**src/rtl/pipeline_ctrl_pkg.sv**
```systemverilog
// Shared types and constants for the pipeline hazard controller.
//   ctrl_state_e  : controller FSM state encoding (RUN=0, MEM_WAIT=1)
//   pipe_ctrl_t   : bundle of pipeline-register control strobes
//   NOP_INSTR     : instruction word loaded into IF/ID on a flush
//   REG_ZERO      : hard-wired zero register number
package pipeline_ctrl_pkg;

  localparam int unsigned WAIT_CNT_W = 16;
  localparam int unsigned REG_W      = 5;

  localparam logic [31:0]      NOP_INSTR = 32'h0000_0000;
  localparam logic [REG_W-1:0] REG_ZERO  = 5'd0;

  typedef enum logic {
    RUN      = 1'b0,
    MEM_WAIT = 1'b1
  } ctrl_state_e;

  typedef struct packed {
    logic pc_write;
    logic if_id_write;
    logic if_id_flush;
    logic id_ex_write;
    logic id_ex_bubble;
    logic ex_mem_write;
  } pipe_ctrl_t;

  localparam pipe_ctrl_t CTRL_NORMAL = '{pc_write: 1'b1, if_id_write: 1'b1, if_id_flush: 1'b0,
                                         id_ex_write: 1'b1, id_ex_bubble: 1'b0, ex_mem_write: 1'b1};
  localparam pipe_ctrl_t CTRL_FROZEN = '{pc_write: 1'b0, if_id_write: 1'b0, if_id_flush: 1'b0,
                                         id_ex_write: 1'b0, id_ex_bubble: 1'b0, ex_mem_write: 1'b0};
  localparam pipe_ctrl_t CTRL_FLUSH  = '{pc_write: 1'b1, if_id_write: 1'b1, if_id_flush: 1'b1,
                                         id_ex_write: 1'b1, id_ex_bubble: 1'b1, ex_mem_write: 1'b1};
  localparam pipe_ctrl_t CTRL_STALL  = '{pc_write: 1'b0, if_id_write: 1'b0, if_id_flush: 1'b0,
                                         id_ex_write: 1'b1, id_ex_bubble: 1'b1, ex_mem_write: 1'b1};

  // Load in EX writes a register the ID instruction reads; $zero never creates a dependency.
  function automatic logic load_use_hazard(
    input logic             ex_mem_read,
    input logic [REG_W-1:0] ex_rt,
    input logic [REG_W-1:0] id_rs,
    input logic [REG_W-1:0] id_rt,
    input logic             id_uses_rt
  );
    return ex_mem_read && (ex_rt != REG_ZERO) &&
           ((ex_rt == id_rs) || (id_uses_rt && (ex_rt == id_rt)));
  endfunction

endpackage

```
**src/rtl/hazard_sat_counter.sv**
```systemverilog
// Saturating event counter, updated on the pipeline (falling) clock edge.
//   clk   : pipeline clock
//   reset : asynchronous, active-low clear
//   inc   : count one event this cycle
//   count : current value, holds at all-ones
module hazard_sat_counter #(
  parameter int unsigned W = 16
) (
  input  logic         clk,
  input  logic         reset,
  input  logic         inc,
  output logic [W-1:0] count
);

  always_ff @(negedge clk or negedge reset) begin
    if (!reset) begin
      count <= '0;
    end else if (inc && (count != '1)) begin
      count <= count + W'(1);
    end
  end

endmodule

```
**src/rtl/pipeline_hazard_ctrl.sv**
```systemverilog
// Hazard/sequencing controller for the 5-stage MIPS pipeline.
// Produces Mealy enable/flush/bubble strobes for PC, IF/ID, ID/EX and EX/MEM,
// covering data-memory waits, EX-resolved branch/jump flushes and load-use stalls.
//   clk, reset           : pipeline clock (falling-edge state), async active-low reset
//   id_rs/id_rt/id_uses_rt, ex_mem_read/ex_rt : load-use detection inputs
//   ex_branch_taken/ex_jump                   : control transfer resolved in EX
//   mem_req/mem_ready                         : data-memory handshake
//   pc_write .. ex_mem_write                  : pipeline control strobes
//   stall_cnt/flush_cnt                       : saturating performance counters
//   mem_timeout                               : sticky long-wait indicator
module pipeline_hazard_ctrl
  import pipeline_ctrl_pkg::*;
#(
  parameter int unsigned CNT_W       = 16,
  parameter int unsigned MEM_TIMEOUT = 255
) (
  input  logic             clk,
  input  logic             reset,
  input  logic [4:0]       id_rs,
  input  logic [4:0]       id_rt,
  input  logic             id_uses_rt,
  input  logic             ex_mem_read,
  input  logic [4:0]       ex_rt,
  input  logic             ex_branch_taken,
  input  logic             ex_jump,
  input  logic             mem_req,
  input  logic             mem_ready,
  output logic             pc_write,
  output logic             if_id_write,
  output logic             if_id_flush,
  output logic             id_ex_write,
  output logic             id_ex_bubble,
  output logic             ex_mem_write,
  output logic [CNT_W-1:0] stall_cnt,
  output logic [CNT_W-1:0] flush_cnt,
  output logic             mem_timeout
);

  localparam logic [WAIT_CNT_W-1:0] TIMEOUT_LIM = WAIT_CNT_W'(MEM_TIMEOUT);

  ctrl_state_e           state_q, state_d;
  logic [WAIT_CNT_W-1:0] wait_cnt_q;
  logic [WAIT_CNT_W-1:0] wait_cnt_inc;
  logic                  timeout_q;
  pipe_ctrl_t            ctrl;
  logic                  mem_wait;
  logic                  flush;

  // Decode: memory wait > flush > load-use > normal.
  always_comb begin
    ctrl     = CTRL_NORMAL;
    state_d  = state_q;
    mem_wait = 1'b0;
    flush    = 1'b0;

    unique case (state_q)
      RUN: begin
        if (mem_req && !mem_ready) begin
          mem_wait = 1'b1;
          state_d  = MEM_WAIT;
        end
      end
      MEM_WAIT: begin
        // The completing cycle is still frozen; decode resumes next cycle in RUN.
        mem_wait = 1'b1;
        if (mem_ready) begin
          state_d = RUN;
        end
      end
      default: state_d = RUN;
    endcase

    if (mem_wait) begin
      ctrl = CTRL_FROZEN;
    end else if (ex_branch_taken || ex_jump) begin
      ctrl  = CTRL_FLUSH;
      flush = 1'b1;
    end else if (load_use_hazard(ex_mem_read, ex_rt, id_rs, id_rt, id_uses_rt)) begin
      ctrl = CTRL_STALL;
    end
  end

  assign wait_cnt_inc = (wait_cnt_q == '1) ? wait_cnt_q : wait_cnt_q + WAIT_CNT_W'(1);

  // State, wait-length counter and sticky timeout.
  always_ff @(negedge clk or negedge reset) begin
    if (!reset) begin
      state_q    <= RUN;
      wait_cnt_q <= '0;
      timeout_q  <= 1'b0;
    end else begin
      state_q <= state_d;
      if ((state_q == RUN) && (state_d == MEM_WAIT)) begin
        wait_cnt_q <= '0;
      end else if (state_q == MEM_WAIT) begin
        wait_cnt_q <= wait_cnt_inc;
        if (wait_cnt_inc >= TIMEOUT_LIM) begin
          timeout_q <= 1'b1;
        end
      end
    end
  end

  assign pc_write     = ctrl.pc_write;
  assign if_id_write  = ctrl.if_id_write;
  assign if_id_flush  = ctrl.if_id_flush;
  assign id_ex_write  = ctrl.id_ex_write;
  assign id_ex_bubble = ctrl.id_ex_bubble;
  assign ex_mem_write = ctrl.ex_mem_write;
  assign mem_timeout  = timeout_q;

  hazard_sat_counter #(.W(CNT_W)) u_stall_cnt (
    .clk   (clk),
    .reset (reset),
    .inc   (!ctrl.pc_write),
    .count (stall_cnt)
  );

  hazard_sat_counter #(.W(CNT_W)) u_flush_cnt (
    .clk   (clk),
    .reset (reset),
    .inc   (flush),
    .count (flush_cnt)
  );

endmodule

```
**config.mk**
```make
export PLATFORM = sky130hd
export DESIGN_NAME = pipeline_hazard_ctrl
export DESIGN_NICKNAME = d
export VERILOG_FILES = /design/src/rtl/pipeline_ctrl_pkg.sv /design/src/rtl/hazard_sat_counter.sv /design/src/rtl/pipeline_hazard_ctrl.sv
export SDC_FILE = /design/constraint.sdc
export NUM_CORES = 1
export LEC_CHECK = 0
export CELL_PAD_IN_SITES_DETAIL_PLACEMENT = 1
export CELL_PAD_IN_SITES_GLOBAL_PLACEMENT = 2
export CORE_ASPECT_RATIO = 1.25
export CORE_MARGIN = 4
export CORE_UTILIZATION = 30
export CTS_BUF_LIST = sky130_fd_sc_hd__clkbuf_2
export DETAILED_ROUTE_END_ITERATION = 10
export DONT_BUFFER_PORTS = 1
export PLACE_DENSITY_LB_ADDON = 0.12
export SETUP_SLACK_MARGIN = 0.4
export SYNTH_ARGS = -nofsm -noshare
export SYNTH_HDL_FRONTEND = slang
export SYNTH_SLANG_ARGS = --single-unit
```
**constraint.sdc**
```tcl
create_clock -name clk -period 5.3 [get_ports clk]
set_input_delay 0.795 -clock clk [delete_from_list [all_inputs] [get_ports clk]]
set_output_delay 0.795 -clock clk [all_outputs]
set_load 0.02 [all_outputs]
```
==> results of run 1 <==
[sequential cells by signal (all words and copies together) (netlist names)]
signal,cells
u_stall_cnt.count,16
u_flush_cnt.count,16
mem_timeout,1
wait_cnt_q,16
state_q,1
[Yosys cell counts (5+ instances only)]
cell type                  instances  area share [%]
sky130_fd_sc_hd__dfrtn_1          50              43
sky130_fd_sc_hd__nand2_1          33             4.3
sky130_fd_sc_hd__xnor2_1          28             8.5
sky130_fd_sc_hd__nand3_1          24             4.2
sky130_fd_sc_hd__nor2_1           21             2.7
sky130_fd_sc_hd__xor2_1           20             6.1
sky130_fd_sc_hd__o21ai_0          15             2.6
sky130_fd_sc_hd__nor3_1           10             1.7
sky130_fd_sc_hd__inv_1             7            0.91
sky130_fd_sc_hd__and3_1            6             1.3
sky130_fd_sc_hd__and4_1            6             1.8
sky130_fd_sc_hd__nand4_1           6             1.3
sky130_fd_sc_hd__nor4_1            6             1.3
sky130_fd_sc_hd__a21oi_1           5            0.87
sky130_fd_sc_hd__a22o_1            5             1.5
sky130_fd_sc_hd__clkbuf_1          5            0.65
[path summary, 6_finish.rpt]
path	from	end	slack (ns)	cells past startpoint
min reg2reg	u_flush_cnt.count[5]	u_flush_cnt.count[5]	0.55	1
min	u_flush_cnt.count[5]	u_flush_cnt.count[5]	0.55	1
min in group asynchronous	reset	wait_cnt_q[5]	2.57	0
max in group asynchronous	reset	u_stall_cnt.count[1]	2.57	0
max	state_q	if_id_write	0.32	5
max reg2reg	wait_cnt_q[0]	mem_timeout	2.62	7
[cell usage in the layout, fill, tap and decap left out, drive strengths merged, types with 2 or more instances in the layout]
master	count
o21a	2
buf	15
or2	3
xnor2	28
or3	2
a211oi	4
ha	3
nor3	10
a21boi	2
or4	2
and4	6
nor4	6
a21oi	5
and3	6
o31ai	2
nor4bb	2
o211ai	2
nand4	10
a22o	5
o21ai	15
o221ai	2
xor2	20
nand3	25
nor2	21
dfrtn	50
mux2	4
clkbuf	5
inv	9
nand2	33
a31oi	2
[routing by layer]
metal	part of all wire (%)	routed length [µm]
met3	6.2	461
met2	49	3640
met1	44	3270
met5	0	0
met4	1.2	87
[kinds of logic (layout without fill, tap and decap cells)]
family,Yosys count,after routing
flip-flops,50,50
AO/OA/AOI/OAI,47,47
AND/OR/NAND/NOR,128,128
adder cells (fa/ha/maj),3,3
multiplexers,5,5
XOR/XNOR,48,48
buffers and inverters,24,30
[repair_timing]
item                                    in CTS  in global routing
buffers inserted                             7                  0
endpoints found under the hold margin        0                  0
gates resized for setup                      5                 11
hold buffers                                 0                  0
endpoints found under the setup margin       3                  7
pin swaps                                    1                  2
[worst max-delay path, cell delays in order, from the launching register on]
cell and delay, ns:
sky130_fd_sc_hd__dfrtn_1 0.48, sky130_fd_sc_hd__inv_2 0.06, sky130_fd_sc_hd__o221ai_4 0.06, sky130_fd_sc_hd__inv_2 0.07, sky130_fd_sc_hd__buf_6 0.15, sky130_fd_sc_hd__or2_4 0.31
[report_power, final]
part           total [mW]  internal [mW]  switching (mW)
Clock               0.185         0.0395           0.146
Sequential          0.637          0.455           0.183
Combinational       0.205          0.105           0.100
Total                1.03          0.599           0.429
[per-stage QoR]
stage	instance area (µm²)	setup WS (ns)	util, %	total power [mW]	hold WS (ns)
after floorplan	2890	0.353	-	0.770	0.495
after global placement	3020	0.266	32.5	0.836	0.539
after detailed placement	3020	0.228	32.5	0.840	0.546
after CTS	3140	0.302	33.8	1.04	0.556
after global routing	3200	0.220	34.5	1.10	0.584
final	3200	0.320	34.5	1.03	0.554
[area by class of cell]
cell class / count / area, µm² / share of cell area, %
sequential: 50 / 1250 / 39.2
tap: 123 / 154 / 4.82
inverter: 7 / 26.3 / 0.822
multi-input combinational: 231 / 1570 / 49.3
clock inverter: 3 / 28.8 / 0.901
clock buffer: 5 / 25.0 / 0.783
timing repair buffer: 15 / 136 / 4.27
==> impl_table.tex, run 1 <==
\begin{tabular}{lr}
\hline
Metric & Value \\
\hline
\multicolumn{2}{l}{\textbf{Timing}} \\
\quad Final clock skew & 0.0168 ns \\
\quad Unrepaired setup endpoints after global routing & true \\
\quad Max-slew violations & 0 \\
\quad Slew at the pin closest to its max-slew limit & 0.791 ns \\
\quad Number of hold violations in the final report & 0 \\
\quad Final-report setup violation count & 0 \\
\quad Post-Route Setup TNS & 0 ns \\
\quad Relative slew slack & 46.8\% \\
\multicolumn{2}{l}{\textbf{Critical path}} \\
\quad Category of the worst setup path capture point & output port \\
\quad Critical path start-end classification & flop to output port \\
\quad Critical Path Start Type & flop \\
\quad Data required time of the worst path & 4.51 ns \\
\quad Biggest fanout along the worst timing path & 6 \\
\quad Arrival time reported for the critical path endpoint & 4.18 ns \\
\multicolumn{2}{l}{\textbf{Global route}} \\
\quad Wire length of the first global-routing pass & 12.7 mm \\
\quad Total congestion overflow & 0 \\
\quad Met3 demand-to-capacity share in global routing & 4.28\% \\
\quad Met1 routing resource usage after global routing & 17.6\% \\
\quad Global routing usage summed across all routing layers & 14.1\% \\
\quad GR peak layer & met2 \\
\quad Via count of the first global-routing pass & 2479 \\
\quad Global-route met2 utilization & 23.2\% \\
\quad Number of antenna violations at the first check in global routing & 0 \\
\quad Maximum number of pins on one net before global-route repair & 51 \\
\multicolumn{2}{l}{\textbf{Logic synthesis}} \\
\quad Synthesized-area fraction occupied by ao, oa, aoi and oai cells & 11.0\% \\
\quad Post-synth EDFFs & 0 \\
\quad Flops \& latches, synth & 50 \\
\quad Mean cell area of the mapped netlist & 9.43 µm² \\
\quad Synth warnings & 0 \\
\quad Portion of the post-synthesis area used by sequential elements & 43.5\% \\
\quad Most frequently used flop master after synthesis & sky130\_fd\_sc\_hd\_\_dfrtn\_1 \\
\quad Total standard cell area after synthesis & 2880 µm² \\
\quad Combinational family with the most area after synthesis & simple AND/OR/NAND/NOR gates \\
\quad Post-Syn Instances & 305 \\
\quad Area share of xor/xnor cells in the synthesized design & 14.6\% \\
\quad Adder and majority cell fraction of the synthesized area & 1.30\% \\
\quad Portion of netlist area occupied by mux cells & 1.91\% \\
\quad Area share of and/or/nand/nor cells after synthesis & 23.7\% \\
\quad Proportion of synthesized flip-flops having asynchronous set or reset & 100\% \\
\quad Number of unique standard cell types used by synthesis & 48 \\
\quad Synthesized netlist net count & 331 \\
\multicolumn{2}{l}{\textbf{Floorplan}} \\
\quad Number of top-level pins & 62 \\
\quad Chip Width & 95.6 µm \\
\quad Placeable Area & 9270 µm² \\
\quad Number of standard-cell rows in the floorplan & 39 \\
\quad DIE AREA & 11200 µm² \\
\quad Starting utilization of the core area & 31.0\% \\
\quad Overall die height & 117 µm \\
\multicolumn{2}{l}{\textbf{Clocking}} \\
\quad Clock tree from TritonCTS & done \\
\quad Clk root buf & sky130\_fd\_sc\_hd\_\_clkbuf\_2 \\
\quad Clock latency on the worst-skew pair & 0.39 ns \\
\quad Total clock buffers created by CTS & 5 \\
\quad TritonCTS sink count & 50 \\
\quad Clock slew at reported path FFs & 0.20 ns \\
\quad Number of buffers between clock root and the deepest sink & 2 \\
\quad H-Tree Depth & 2 \\
\multicolumn{2}{l}{\textbf{Placed design}} \\
\quad Inst Count DP & 419 \\
\quad PortBufs & 0 \\
\quad Final GP Congestion & 0.689 \\
\quad HPWL after detailed placement & 5.43 mm \\
\multicolumn{2}{l}{\textbf{Routing}} \\
\quad Number of nets with antenna violations after routing & 0 \\
\quad Final routed wirelength across all metal layers & 7.46 mm \\
\quad Initial drt markers & 67 \\
\quad Detailed-route via count & 2297 \\
\quad WL/cell & 17.2 µm \\
\quad Number of iterations in the first detailed-routing pass & 4 \\
\quad DR DRC count & 0 \\
\quad Detail-routed via count per cell & 5.29 \\
\multicolumn{2}{l}{\textbf{Min path}} \\
\quad Hold crit path type & flop to flop \\
\multicolumn{2}{l}{\textbf{Power and ir drop}} \\
\quad IR drop worst, VDD & 0.196 mV \\
\quad Leakage power of the design & 1.26 nW \\
\quad Pwr Density & 322 nW/µm² \\
\multicolumn{2}{l}{\textbf{Flow run}} \\
\quad Max-cap violation count & 0 \\
\multicolumn{2}{l}{\textbf{Layout}} \\
\quad ANT cells & 0 \\
\quad Layout fillers & 1094 \\
\quad Non-filler instance count after layout & 434 \\
\quad Area added between synthesis and finish & 11.1\% \\
\quad Final \#Nets & 336 \\
\quad Fraction of final layout cells sized beyond drive strength 1 & 14.1\% \\
\multicolumn{2}{l}{\textbf{Run status}} \\
\quad Run status & complete, no violations \\
\hline
\end{tabular}
Power figures use the tool's default switching activity.
==> inputs of run 2 (changes only) <==
--- a/config.mk
+++ b/config.mk
@@ -10,7 +10,6 @@
 export CORE_ASPECT_RATIO = 1.25
 export CORE_MARGIN = 4
 export CORE_UTILIZATION = 30
-export CTS_BUF_LIST = sky130_fd_sc_hd__clkbuf_2
 export DETAILED_ROUTE_END_ITERATION = 10
 export DONT_BUFFER_PORTS = 1
 export PLACE_DENSITY_LB_ADDON = 0.12
==> run 2 against run 1 <==
First-iteration DRC count down 22%; largest power group unchanged; register-to-register slack better by 0.03 ns; via count down 0.61%.
==> impl_table.tex, run 2 (synthesis results as in run 1) <==
\begin{tabular}{lr}
\hline
Metric & Value \\
\hline
\multicolumn{2}{l}{\textbf{Run status}} \\
\quad Run status & complete, no violations \\
\multicolumn{2}{l}{\textbf{Global route}} \\
\quad Number of antenna violations at the first check in global routing & 0 (unchanged) \\
\quad Total congestion overflow & 0 (unchanged) \\
\quad Global routing usage summed across all routing layers & 13.9\% (-0.16 points) \\
\quad Wire length of the first global-routing pass & 12.6 mm (-0.87\%) \\
\quad Maximum number of pins on one net before global-route repair & 51 (unchanged) \\
\quad Via count of the first global-routing pass & 2435 (-1.8\%) \\
\multicolumn{2}{l}{\textbf{Floorplan}} \\
\quad Number of standard-cell rows in the floorplan & 39 (unchanged) \\
\quad Starting utilization of the core area & 31.0\% (unchanged) \\
\quad Number of top-level pins & 62 (unchanged) \\
\quad Overall die height & 117 µm (unchanged) \\
\quad Placeable Area & 9270 µm² (unchanged) \\
\quad DIE AREA & 11200 µm² (unchanged) \\
\quad Chip Width & 95.6 µm (unchanged) \\
\multicolumn{2}{l}{\textbf{Critical path}} \\
\quad Critical Path Start Type & flop \\
\quad Slowest cell on crit path & sky130\_fd\_sc\_hd\_\_dfrtn\_1 \\
\quad Most used cell, CP & sky130\_fd\_sc\_hd\_\_inv\_2 \\
\quad Data required time of the worst path & 4.51 ns (about the same) \\
\quad Critical path start-end classification & flop to output port \\
\quad Arrival time reported for the critical path endpoint & 4.03 ns (-0.15 ns) \\
\quad Category of the worst setup path capture point & output port \\
\quad Biggest fanout along the worst timing path & 6 (unchanged) \\
\quad List of cells traversed by the critical path & inv\_2, o221ai\_2, inv\_2, buf\_6, or2\_4 \\
\quad Critical Path Max Stage Delay & 0.42 ns (-0.06 ns) \\
\quad Reg2reg path depth & 7 (unchanged) \\
\multicolumn{2}{l}{\textbf{Placed design}} \\
\quad HPWL after detailed placement & 5.43 mm (unchanged) \\
\quad PortBufs & 0 (unchanged) \\
\quad Final GP Congestion & 0.689 (unchanged) \\
\multicolumn{2}{l}{\textbf{Routing}} \\
\quad Number of nets with antenna violations after routing & 0 (unchanged) \\
\quad Final routed wirelength across all metal layers & 7.44 mm (-0.31\%) \\
\quad WL/cell & 17.3 µm (+0.85\%) \\
\quad DR DRC count & 0 (unchanged) \\
\quad Initial drt markers & 52 (-22\%) \\
\quad Detail-routed via count per cell & 5.32 (+0.55\%) \\
\quad Number of iterations in the first detailed-routing pass & 4 (unchanged) \\
\quad Detailed-route via count & 2283 (-0.61\%) \\
\multicolumn{2}{l}{\textbf{Layout}} \\
\quad Final Core Density & 34.6\% (+0.11 points) \\
\quad Area added between synthesis and finish & 11.4\% \\
\quad Commonest non-fill, non-tap cell in the layout & sky130\_fd\_sc\_hd\_\_dfrtn\_1 \\
\quad Leading cell types in the layout, fill and taps excluded & sky130\_fd\_sc\_hd\_\_dfrtn\_1 (50), sky130\_fd\_sc\_hd\_\_nand2\_1 (33), sky130\_fd\_sc\_hd\_\_xnor2\_1 (28), sky130\_fd\_sc\_hd\_\_nand3\_1 (24), sky130\_fd\_sc\_hd\_\_nor2\_1 (21) \\
\quad Largest registers & u\_flush\_cnt.count: 16 flops, u\_stall\_cnt.count: 16 flops, wait\_cnt\_q: 16 flops \\
\quad Fraction of final layout cells sized beyond drive strength 1 & 12.1\% (-2.1 points) \\
\quad Final \#Nets & 331 (-1.5\%) \\
\quad ANT cells & 0 (unchanged) \\
\multicolumn{2}{l}{\textbf{Clocking}} \\
\quad TritonCTS sink count & 50 (unchanged) \\
\quad Clock latency on the worst-skew pair & 0.32 ns (-0.07 ns) \\
\quad Total clock buffers created by CTS & 5 (unchanged) \\
\quad Number of buffers between clock root and the deepest sink & 2 (unchanged) \\
\quad Clock tree from TritonCTS & done \\
\quad Hold\_buf cts & 0 (unchanged) \\
\quad Clk root buf & sky130\_fd\_sc\_hd\_\_clkbuf\_16 \\
\quad Clock slew at reported path FFs & 0.06 ns (-0.14 ns) \\
\quad H-Tree Depth & 2 (unchanged) \\
\multicolumn{2}{l}{\textbf{Power and ir drop}} \\
\quad Comb pwr share & 16.5\% (-3.5 points) \\
\quad Pwr Density & 367 nW/µm² (+14\%) \\
\quad Internal power contribution & 0.733 mW (+22\%) \\
\quad Clock Power Share & 29.3\% (+11 points) \\
\quad Proportion of power drawn by flip-flops and latches & 54.2\% (-7.8 points) \\
\quad IR drop worst, VDD & 0.214 mV (+9.1\%) \\
\quad Net Sw Frac & 37.7\% (-4.0 points) \\
\quad NetSw & 0.443 mW (+3.3\%) \\
\quad Leakage power of the design & 1.26 nW (+0.42\%) \\
\multicolumn{2}{l}{\textbf{Timing}} \\
\quad Number of hold violations in the final report & 0 (unchanged) \\
\quad Relative slew slack & 46.8\% (+0.085 points) \\
\quad Post-Route Setup TNS & 0 ns (unchanged) \\
\quad Unrepaired setup endpoints after global routing & false \\
\quad Final clock skew & 0.00711 ns (-0.00973 ns) \\
\quad Max-slew violations & 0 (unchanged) \\
\quad Final-report setup violation count & 0 (unchanged) \\
\quad Slew at the pin closest to its max-slew limit & 0.790 ns (-0.00127 ns) \\
\multicolumn{2}{l}{\textbf{Flow run}} \\
\quad Max-cap violation count & 0 (unchanged) \\
\multicolumn{2}{l}{\textbf{Min path}} \\
\quad Depth of the worst hold-timing path & 1 (unchanged) \\
\quad Hold crit path type & flop to flop \\
\hline
\end{tabular}
run 2: cell types whose count changed in the layout (fill, tap and decap cells not counted), moves of 2 or more:
cell,change
sky130_fd_sc_hd__clkbuf_16,+5
sky130_fd_sc_hd__clkbuf_2,-5
sky130_fd_sc_hd__buf_4,-2
sky130_fd_sc_hd__buf_6,-2
sky130_fd_sc_hd__nand2_1,+2
run 2: what timing repair did:
| action | 4_1_cts | 5_1_grt |
|---|---|---|
| resized for setup | 2 | 4 |
| endpoints found under the setup margin | 2 | 3 |
| pin swaps | 1 | 1 |
| endpoints found under the hold margin | 0 | 0 |
| setup buffers | 1 | 1 |
run 2: per-layer routing:
layer	track usage (%)	routed length, µm	up-vias
met2	22.6	3610	54
met1	17.5	3260	1141
met5	0	0	-
met3	4.28	463	8
li1	-	-	1080
met4	4.00	95	0
run 2: metrics by stage:
step | area (µm²) | cells | total power, mW | hold slack [ns] | setup WS (ns)
finish | 3210 | 429 | 1.18 | 0.547 | 0.470
global route | 3210 | 429 | 1.25 | 0.576 | 0.402
CTS | 3190 | 428 | 1.20 | 0.549 | 0.406
detailed placement | 3020 | 419 | 0.840 | 0.546 | 0.228
global placement | 3020 | 419 | 0.836 | 0.539 | 0.266
floorplan | 2890 | 305 | 0.770 | 0.495 | 0.353
run 2: final cells by class:
| type | instances | area (µm²) |
|---|---|---|
| well taps | 123 | 154 |
| clock buffers | 5 | 125 |
| fillers | 1087 | 6070 |
| clock inverters | 3 | 28.8 |
| multi-input cells | 231 | 1540 |
| repair buffers | 10 | 78.8 |
| flip-flops and latches | 50 | 1250 |
| inverters | 7 | 26.3 |
run 2: critical path, delay by kind of cell, from the launching register on:
family / cells / cell delay, ns
flip-flops: 1 / 0.42
AND/OR/NAND/NOR: 1 / 0.31
buffers and inverters: 3 / 0.25
AO/OA/AOI/OAI: 1 / 0.07
run 2: final timing paths:
path,startpoint,to,slack [ns]
max in group asynchronous,reset,u_stall_cnt.count[0],2.45
hold reg to reg,u_flush_cnt.count[5],u_flush_cnt.count[5],0.55
min in group asynchronous,reset,wait_cnt_q[5],2.71
setup / recovery,state_q,if_id_write,0.47
hold / removal,u_flush_cnt.count[5],u_flush_cnt.count[5],0.55
setup reg to reg,wait_cnt_q[0],mem_timeout,2.65
run 2: power by group through the flow:
stage / logic [mW] / registers (mW) / clock network, mW
after detailed placement: 0.193 / 0.648 / 0
after global routing: 0.225 / 0.655 / 0.367
final: 0.195 / 0.637 / 0.344
after global placement: 0.188 / 0.648 / 0
after floorplan: 0.164 / 0.606 / 0
after CTS: 0.197 / 0.641 / 0.358
